[src/rtl/dcache_refill_ctrl_pkg.sv]
// Shared types and constants for the dcache refill controller and its line buffer.
package dcache_pkg;

    localparam int BEAT_COUNT        = 8;
    localparam int BEAT_BYTES        = 8;
    localparam int LINE_OFFSET_WIDTH = 6;
    localparam int BEAT_SHIFT        = $clog2(BEAT_BYTES);
    localparam int CNT_WIDTH         = $clog2(BEAT_COUNT);

    typedef enum logic [1:0] {
        IDLE,
        WB,
        REFILL,
        FILL
    } refill_state_t;

endpackage

[src/rtl/dcache_refill_ctrl_line_buffer.sv]
// One cache line of storage: parallel load, shift-out-low for write-back, shift-in-high for refill.
module dcache_line_buffer #(
    parameter int BLOCK_WIDTH = 512,
    parameter int BUS_WIDTH   = 64
) (
    input  logic                   i_clk,
    input  logic                   i_arst,
    input  logic                   i_load_en,
    input  logic [BLOCK_WIDTH-1:0] i_load_data,
    input  logic                   i_shift_out_en,
    input  logic                   i_shift_in_en,
    input  logic [BUS_WIDTH-1:0]   i_shift_in_data,
    output logic [BLOCK_WIDTH-1:0] o_data
);

    logic [BLOCK_WIDTH-1:0] line_q;

    // NOTE: the wide line is reset too, so o_data_block is never X after reset.
    always_ff @(posedge i_clk or posedge i_arst) begin
        if (i_arst) begin
            line_q <= '0;
        end else if (i_load_en) begin
            line_q <= i_load_data;
        end else if (i_shift_in_en) begin
            line_q <= {i_shift_in_data, line_q[BLOCK_WIDTH-1:BUS_WIDTH]};
        end else if (i_shift_out_en) begin
            line_q <= {{BUS_WIDTH{1'b0}}, line_q[BLOCK_WIDTH-1:BUS_WIDTH]};
        end
    end

    assign o_data = line_q;

endmodule

[src/rtl/dcache_refill_ctrl.sv]
// dcache miss handler: optional dirty-victim write-back, 8-beat line refill, one-cycle fill strobe.
// Define DCACHE_REFILL_PERF_EN to add saturating o_miss_count / o_wb_count outputs.
module dcache_refill_ctrl
    import dcache_pkg::*;
#(
    parameter int ADDR_WIDTH  = 64,
    parameter int BLOCK_WIDTH = 512,
    parameter int BUS_WIDTH   = 64
) (
    input  logic                   i_clk,
    input  logic                   i_arst,
    input  logic                   i_mem_access,
    input  logic                   i_hit,
    input  logic                   i_dirty,
    input  logic [ADDR_WIDTH-1:0]  i_addr,
    input  logic [ADDR_WIDTH-1:0]  i_addr_wb,
    input  logic [BLOCK_WIDTH-1:0] i_data_block_wb,
    output logic                   o_stall,
    output logic                   o_block_we,
    output logic [BLOCK_WIDTH-1:0] o_data_block,
    output logic                   o_mem_req_valid,
    input  logic                   i_mem_req_ready,
    output logic                   o_mem_we,
    output logic [ADDR_WIDTH-1:0]  o_mem_addr,
    output logic [BUS_WIDTH-1:0]   o_mem_wdata,
    input  logic                   i_mem_rvalid,
    input  logic [BUS_WIDTH-1:0]   i_mem_rdata
`ifdef DCACHE_REFILL_PERF_EN
    ,
    output logic [31:0]            o_miss_count,
    output logic [31:0]            o_wb_count
`endif
);

    localparam logic [CNT_WIDTH-1:0] LAST_BEAT = CNT_WIDTH'(BEAT_COUNT - 1);

    refill_state_t          state_q;
    logic [CNT_WIDTH-1:0]   req_cnt_q;
    logic [CNT_WIDTH-1:0]   rsp_cnt_q;
    logic                   req_done_q;
    logic                   mem_req_valid_q;
    logic                   block_we_q;
    logic [ADDR_WIDTH-1:0]  refill_base_q;
    logic [ADDR_WIDTH-1:0]  wb_base_q;
    logic [ADDR_WIDTH-1:0]  beat_base_d;
    logic [ADDR_WIDTH-1:0]  beat_offset_d;
    logic [BLOCK_WIDTH-1:0] line_data;
    logic                   miss;
    logic                   req_fire;
    logic                   unused_offset_bits;

    assign miss     = i_mem_access & ~i_hit;
    assign req_fire = mem_req_valid_q & i_mem_req_ready;

    // The refill base drops the line offset; those request bits are deliberately ignored.
    assign unused_offset_bits = ^i_addr[LINE_OFFSET_WIDTH-1:0];

    // NOTE: state registers use <= only, so every branch sees pre-edge values.
    always_ff @(posedge i_clk or posedge i_arst) begin
        if (i_arst) begin
            state_q         <= IDLE;
            req_cnt_q       <= '0;
            rsp_cnt_q       <= '0;
            req_done_q      <= 1'b0;
            mem_req_valid_q <= 1'b0;
            block_we_q      <= 1'b0;
            refill_base_q   <= '0;
            wb_base_q       <= '0;
        end else begin
            block_we_q <= 1'b0;
            unique case (state_q)
                IDLE: begin
                    if (miss) begin
                        refill_base_q   <= {i_addr[ADDR_WIDTH-1:LINE_OFFSET_WIDTH],
                                            {LINE_OFFSET_WIDTH{1'b0}}};
                        req_cnt_q       <= '0;
                        rsp_cnt_q       <= '0;
                        req_done_q      <= 1'b0;
                        mem_req_valid_q <= 1'b1;
                        if (i_dirty) begin
                            wb_base_q <= i_addr_wb;
                            state_q   <= WB;
                        end else begin
                            state_q <= REFILL;
                        end
                    end
                end
                WB: begin
                    if (req_fire) begin
                        req_cnt_q <= req_cnt_q + 1'b1;
                        if (req_cnt_q == LAST_BEAT) state_q <= REFILL;
                    end
                end
                REFILL: begin
                    // Request issue and response capture are independent and may coincide.
                    if (req_fire && !req_done_q) begin
                        req_cnt_q <= req_cnt_q + 1'b1;
                        if (req_cnt_q == LAST_BEAT) begin
                            req_done_q      <= 1'b1;
                            mem_req_valid_q <= 1'b0;
                        end
                    end
                    if (i_mem_rvalid) begin
                        rsp_cnt_q <= rsp_cnt_q + 1'b1;
                        if (rsp_cnt_q == LAST_BEAT) begin
                            state_q    <= FILL;
                            block_we_q <= 1'b1;
                        end
                    end
                end
                FILL: begin
                    state_q <= IDLE;
                end
            endcase
        end
    end

    dcache_line_buffer #(
        .BLOCK_WIDTH (BLOCK_WIDTH),
        .BUS_WIDTH   (BUS_WIDTH)
    ) u_line_buffer (
        .i_clk           (i_clk),
        .i_arst          (i_arst),
        .i_load_en       ((state_q == IDLE) & miss & i_dirty),
        .i_load_data     (i_data_block_wb),
        .i_shift_out_en  ((state_q == WB) & req_fire),
        .i_shift_in_en   ((state_q == REFILL) & i_mem_rvalid),
        .i_shift_in_data (i_mem_rdata),
        .o_data          (line_data)
    );

    assign beat_base_d   = (state_q == WB) ? wb_base_q : refill_base_q;
    assign beat_offset_d = ADDR_WIDTH'({req_cnt_q, {BEAT_SHIFT{1'b0}}});

    assign o_stall         = (state_q != IDLE) | miss;
    assign o_block_we      = block_we_q;
    assign o_data_block    = line_data;
    assign o_mem_req_valid = mem_req_valid_q;
    assign o_mem_we        = (state_q == WB);
    assign o_mem_addr      = beat_base_d + beat_offset_d;
    assign o_mem_wdata     = line_data[BUS_WIDTH-1:0];

`ifdef DCACHE_REFILL_PERF_EN
    logic [31:0] miss_count_q;
    logic [31:0] wb_count_q;

    always_ff @(posedge i_clk or posedge i_arst) begin
        if (i_arst) begin
            miss_count_q <= '0;
            wb_count_q   <= '0;
        end else if ((state_q == IDLE) && miss) begin
            if (miss_count_q != '1) miss_count_q <= miss_count_q + 1'b1;
            if (i_dirty && (wb_count_q != '1)) wb_count_q <= wb_count_q + 1'b1;
        end
    end

    assign o_miss_count = miss_count_q;
    assign o_wb_count   = wb_count_q;
`endif

endmodule

[config.mk]
export PLATFORM = sky130hd
export DESIGN_NAME = dcache_refill_ctrl
export DESIGN_NICKNAME = d
export VERILOG_FILES = /design/src/rtl/dcache_refill_ctrl_pkg.sv /design/src/rtl/dcache_refill_ctrl_line_buffer.sv /design/src/rtl/dcache_refill_ctrl.sv
export SDC_FILE = /design/constraint.sdc
export NUM_CORES = 2
export LEC_CHECK = 0
export ABC_AREA = 0
export CORE_AREA = 2 2 522 524
export DETAILED_ROUTE_END_ITERATION = 8
export DIE_AREA = 0 0 524 526
export GPL_ROUTABILITY_DRIVEN = 0
export PLACE_DENSITY = 0.36
export SYNTH_ARGS = -nofsm -noshare
export SYNTH_HDL_FRONTEND = slang
export SYNTH_SLANG_ARGS = --single-unit
[constraint.sdc]
create_clock -name i_clk -period 60.5 [get_ports i_clk]
set_input_delay 9.075 -clock i_clk [delete_from_list [all_inputs] [get_ports i_clk]]
set_output_delay 9.075 -clock i_clk [all_outputs]
set_load 0.02 [all_outputs]
# Word level (Yosys, flattened, before mapping)
# Index checks and enable logic that the tools add are counted.
# W data, S select, Z words.
# op_classes
n_addsub	3
eq_ne	12
mux	28
bitwise	8
reduce_logical	13
# op_table
op	n
$mux W512	3
$add A64 B6 Y64	1
$mux W64	1
$mux W2	6
$mux W3	4
$ne A2 B2 Y1 const B	5
$mux W1	9
$pmux W3 S3	1
$pmux W2 S4	1
$reduce_and A4 Y1	2
$add A3 B1 Y3 const B	2
$and A1 B1 Y1	6
$eq A3 B3 Y1 const B	2
$pmux W3 S2	1
$reduce_and A3 Y1	2
$reduce_bool A3 Y1	2
$reduce_and A5 Y1	1
$eq A2 B2 Y1 const B	2
$ne A2 B1 Y1 const B	2
$pmux W1 S2	2
$reduce_bool A2 Y1	2
$eq A2 B1 Y1 const B	1
$logic_not A2 Y1	1
$reduce_and A2 Y1	1
other kinds (4)	4
# totals
regBits	645
input_bits	711

# Logic depth before layout (Yosys ltp)
# depth
word_depth	5
mapped_depth	17
ltp_nobuf	10

# Hierarchy
# A second synthesis with hierarchy kept.
# unflattened
hier_cells	3257
area_unflattened_um2	35755.5
# modules_own_cells
mod	instances	cells_per_inst	area_each_um2
dcache_line_buffer	1	2449	27226.1
dcache_refill_ctrl	1	808	8529.4

# Least setup slack after synthesis
# OpenSTA, ideal clock, no wires.
# synth_path
path_type	input-to-output
startpoint	input port i_hit
endpoint	output port o_stall
arrival_ps	9462
required_ps	51425
path_slack_ps	41963
path_stages	2
n_path_buf	0
path_cell_list	nand2b_1 -> nand2_1
# synth_between
elab_chain_cells	3
# synth_rtl
item	line_no	rtl
from (decl)	dcache_refill_ctrl.sv:13	input logic i_hit,
$not A1 Y1	dcache_refill_ctrl.sv:52	assign miss = i_mem_access & ~i_hit;
$and A1 B1 Y1	dcache_refill_ctrl.sv:52	
$or A1 B1 Y1	dcache_refill_ctrl.sv:135	assign o_stall = (state_q != IDLE) | miss;
to (decl)	dcache_refill_ctrl.sv:18	output logic o_stall,
# Every way passes these cells.

# Worst setup path in the final report
# Ends and elaborated chain as after synthesis.

==> out/results.tsv <==
stage	metric	value	unit
synthesis	Post-synth ARST share	100	%
drt	Routed Wire Length	247000	um
drt	antenna-violating nets left	0	
timing	final worst slack	40.70	ns
worst_setup_path	Setup CP Type	in2out	
grt	pin count of the biggest net entering global routing	146	
timing	fmax	50.5	MHz
floorplan	area of the die	276000	sq um
cts	Sink Count	645	
synthesis	Post-Syn Area	31000	sq um
finish	FF/Latch Area	16100	sq um
synthesis	Syn Nets	4445	
finish	fin util	18.9	%
cts	TritonCTS clock tree	yes	
floorplan	io pins	1355	
synthesis	YS warnings	0	
timing	Setup Viol. Count Final	0	
drt	Iter 0 DRT Violations	2712	
cts	clock-pin transition on the worst setup and hold timing paths	0.05	ns
drt	routed len/inst	28.9	um
floorplan	FP Rows	191	
worst_setup_path	largest fanout on the critical path	6	
grt	total track usage	17.3	%
timing	Worst Tran Pin Value	1.10	ns
worst_setup_path	Req. time, crit path	51.43	ns
timing	RSZ-0062 raised after global routing	false	
finish	Final Cell Area	51100	sq um
cts	post-CTS sizing	0	
timing	min Tclk post-route	19.80	ns
hold_path	Min-Delay Path Depth	2	
finish	final cell count without fillers	8549	
timing	post-route setup TNS	0	ns
worst_setup_path	Worst Setup Start Kind	input pin	
grt	first-pass GRT wire length	321000	um
placement	placed cells	8348	
synthesis	Post-synth EDFFs	0	
timing	Slew HR	26.7	%
hold_path	worst hold path type	reg2reg	
drt	DRT Pass-1 Iters	6	
cts	Hold Buf Count CTS	0	
floorplan	Core Region	270000	sq um
finish	most frequent cells in the layout	1348 x clkdlybuf4s50_1, 1301 x nand2_1, 645 x dfrtp_1	
timing	Max Slew Vio Count	0	
synthesis	Avg Cell Area, Syn	8.34	sq um
power_and_ir_drop	VDD IR-drop max	0.0000275	V
cts	post-CTS setup buffer count	0	
finish	Filler cells	30200	
finish	final net count	5598	
floorplan	Die Ht	526	um
timing	Final Skew	0.0255	ns
worst_setup_path	Worst Reg-to-Reg Cells	10	
timing	final cycle utilization of the critical path	32.7	%
cts	CTS Buffer Depth	3	
worst_setup_path	Critical Path End Type	output port	
synthesis	Unique masters post-synth	45	
power_and_ir_drop	power per cell area	58.3	nW/um^2
cts	CTS Buf Count	95	
grt	total grt overflow	0	
outcome	status	finished clean	
finish	multi-input logic area	13100	sq um
grt	vias in the first global route	32800	
cts	clock root buffer master	clkbuf_16	
synthesis	Synth Register Bits	645	
drt	Via density	3.90	
drt	detailed-route via count	33300	
power_and_ir_drop	total power	2.97	mW
job	Max-Cap Viols	0	
floorplan	initial core utilization	11.5	%
placement	pre-CTS WS	40.68	ns
synthesis	register area share after synthesis	52.0	%
placement	area post-placement	47900	sq um
timing	hold_ws	0.473	ns
timing	final hold vios	0	
finish	layout cells sized above 1	4.18	%
finish	commonest non-fill, non-tap cell in the layout	clkdlybuf4s50_1	
cts	clk_lat worst skew	0.75	ns
floorplan	die width	524	um
cts	H-tree depth	3	
synthesis	Gate Count Post-Synth	3722	
worst_setup_path	Worst Path Arrival	10.72	ns
placement	post-DP HPWL	202000	um
synthesis	ys flop type	dfrtp_1	
power_and_ir_drop	leakage power	20.6	nW
drt	drt drc	0	
placement	I/O Buffers	1348	
finish	Layout area overhead	64.5	%
grt	antenna violations before repair	88	
==> sequential cells by signal, summed over array words and instances (netlist names) <==
| register | count |
|---|---|
| o_block_we | 1 |
| o_mem_req_valid | 1 |
| refill_base_q | 58 |
| req_cnt_q | 3 |
| req_done_q | 1 |
| rsp_cnt_q | 3 |
| state_q | 2 |
| u_line_buffer.o_data | 512 |
| wb_base_q | 64 |
==> routing by layer <==
metal | wire [um] | GRT usage [%]
met3 | 24100 | 6.17
met2 | 102000 | 24.8
met4 | 6950 | 5.41
met5 | 46 | 0
met1 | 114000 | 23.9
==> logic make-up after synthesis <==
kind of cell | count (synthesis) | share of synthesized area, %
multiplexers | 58 | 1.89
adder cells (fa/ha/maj) | 12 | 0.508
AND/OR/NAND/NOR | 1945 | 25.0
AO/OA/AOI/OAI | 587 | 12.8
flip-flops | 645 | 52.0
XOR/XNOR | 62 | 1.75
buffers and inverters | 413 | 6.01
==> critical path: stages <==
cell and delay (ns):
clkdlybuf4s50_1 0.44, nand2b_1 0.20, nand2_1 0.21, clkdlybuf4s50_1 0.79
==> final cells by class <==
class,instances,share of cell area (%)
Antenna cell,29,0.142
Sequential cell,645,31.6
Clock inverter,28,0.623
Clock buffer,144,5.49
Timing Repair Buffer,1392,27.2
Multi-Input combinational cell,2664,25.6
Tap cell,3570,8.75
Inverter,77,0.581
==> path summary, 6_finish.rpt <==
check                      slack (ns)                   endpoint          from
min                              0.47               wb_base_q[2]  wb_base_q[2]
max in group asynchronous       48.71  u_line_buffer.o_data[252]        i_arst
max reg2reg                     54.60    u_line_buffer.o_data[4]    state_q[0]
min reg2reg                      0.47               wb_base_q[2]  wb_base_q[2]
max                             40.70                    o_stall         i_hit
min in group asynchronous        8.82  u_line_buffer.o_data[494]        i_arst
==> power by group <==
part | internal, mW | switching [mW] | leakage, nW
registers | 0.626 | 0.311 | 7.22
logic | 0.576 | 0.882 | 11.8
clock network | 0.332 | 0.246 | 1.51
==> cell usage after synthesis, types with 35 or more instances <==
| library cell | instances | area [sq um] |
|---|---|---|
| a222oi_1 | 67 | 671 |
| a31oi_1 | 448 | 2800 |
| buf_2 | 42 | 210 |
| buf_4 | 66 | 495 |
| clkbuf_1 | 218 | 818 |
| dfrtp_1 | 645 | 16100 |
| inv_1 | 77 | 289 |
| mux2i_1 | 54 | 541 |
| nand2_1 | 1302 | 4890 |
| nand3_1 | 64 | 320 |
| nand3b_1 | 35 | 263 |
| nor2_1 | 458 | 1720 |
| xnor2_1 | 49 | 429 |
Power figures use the tool's default switching activity.
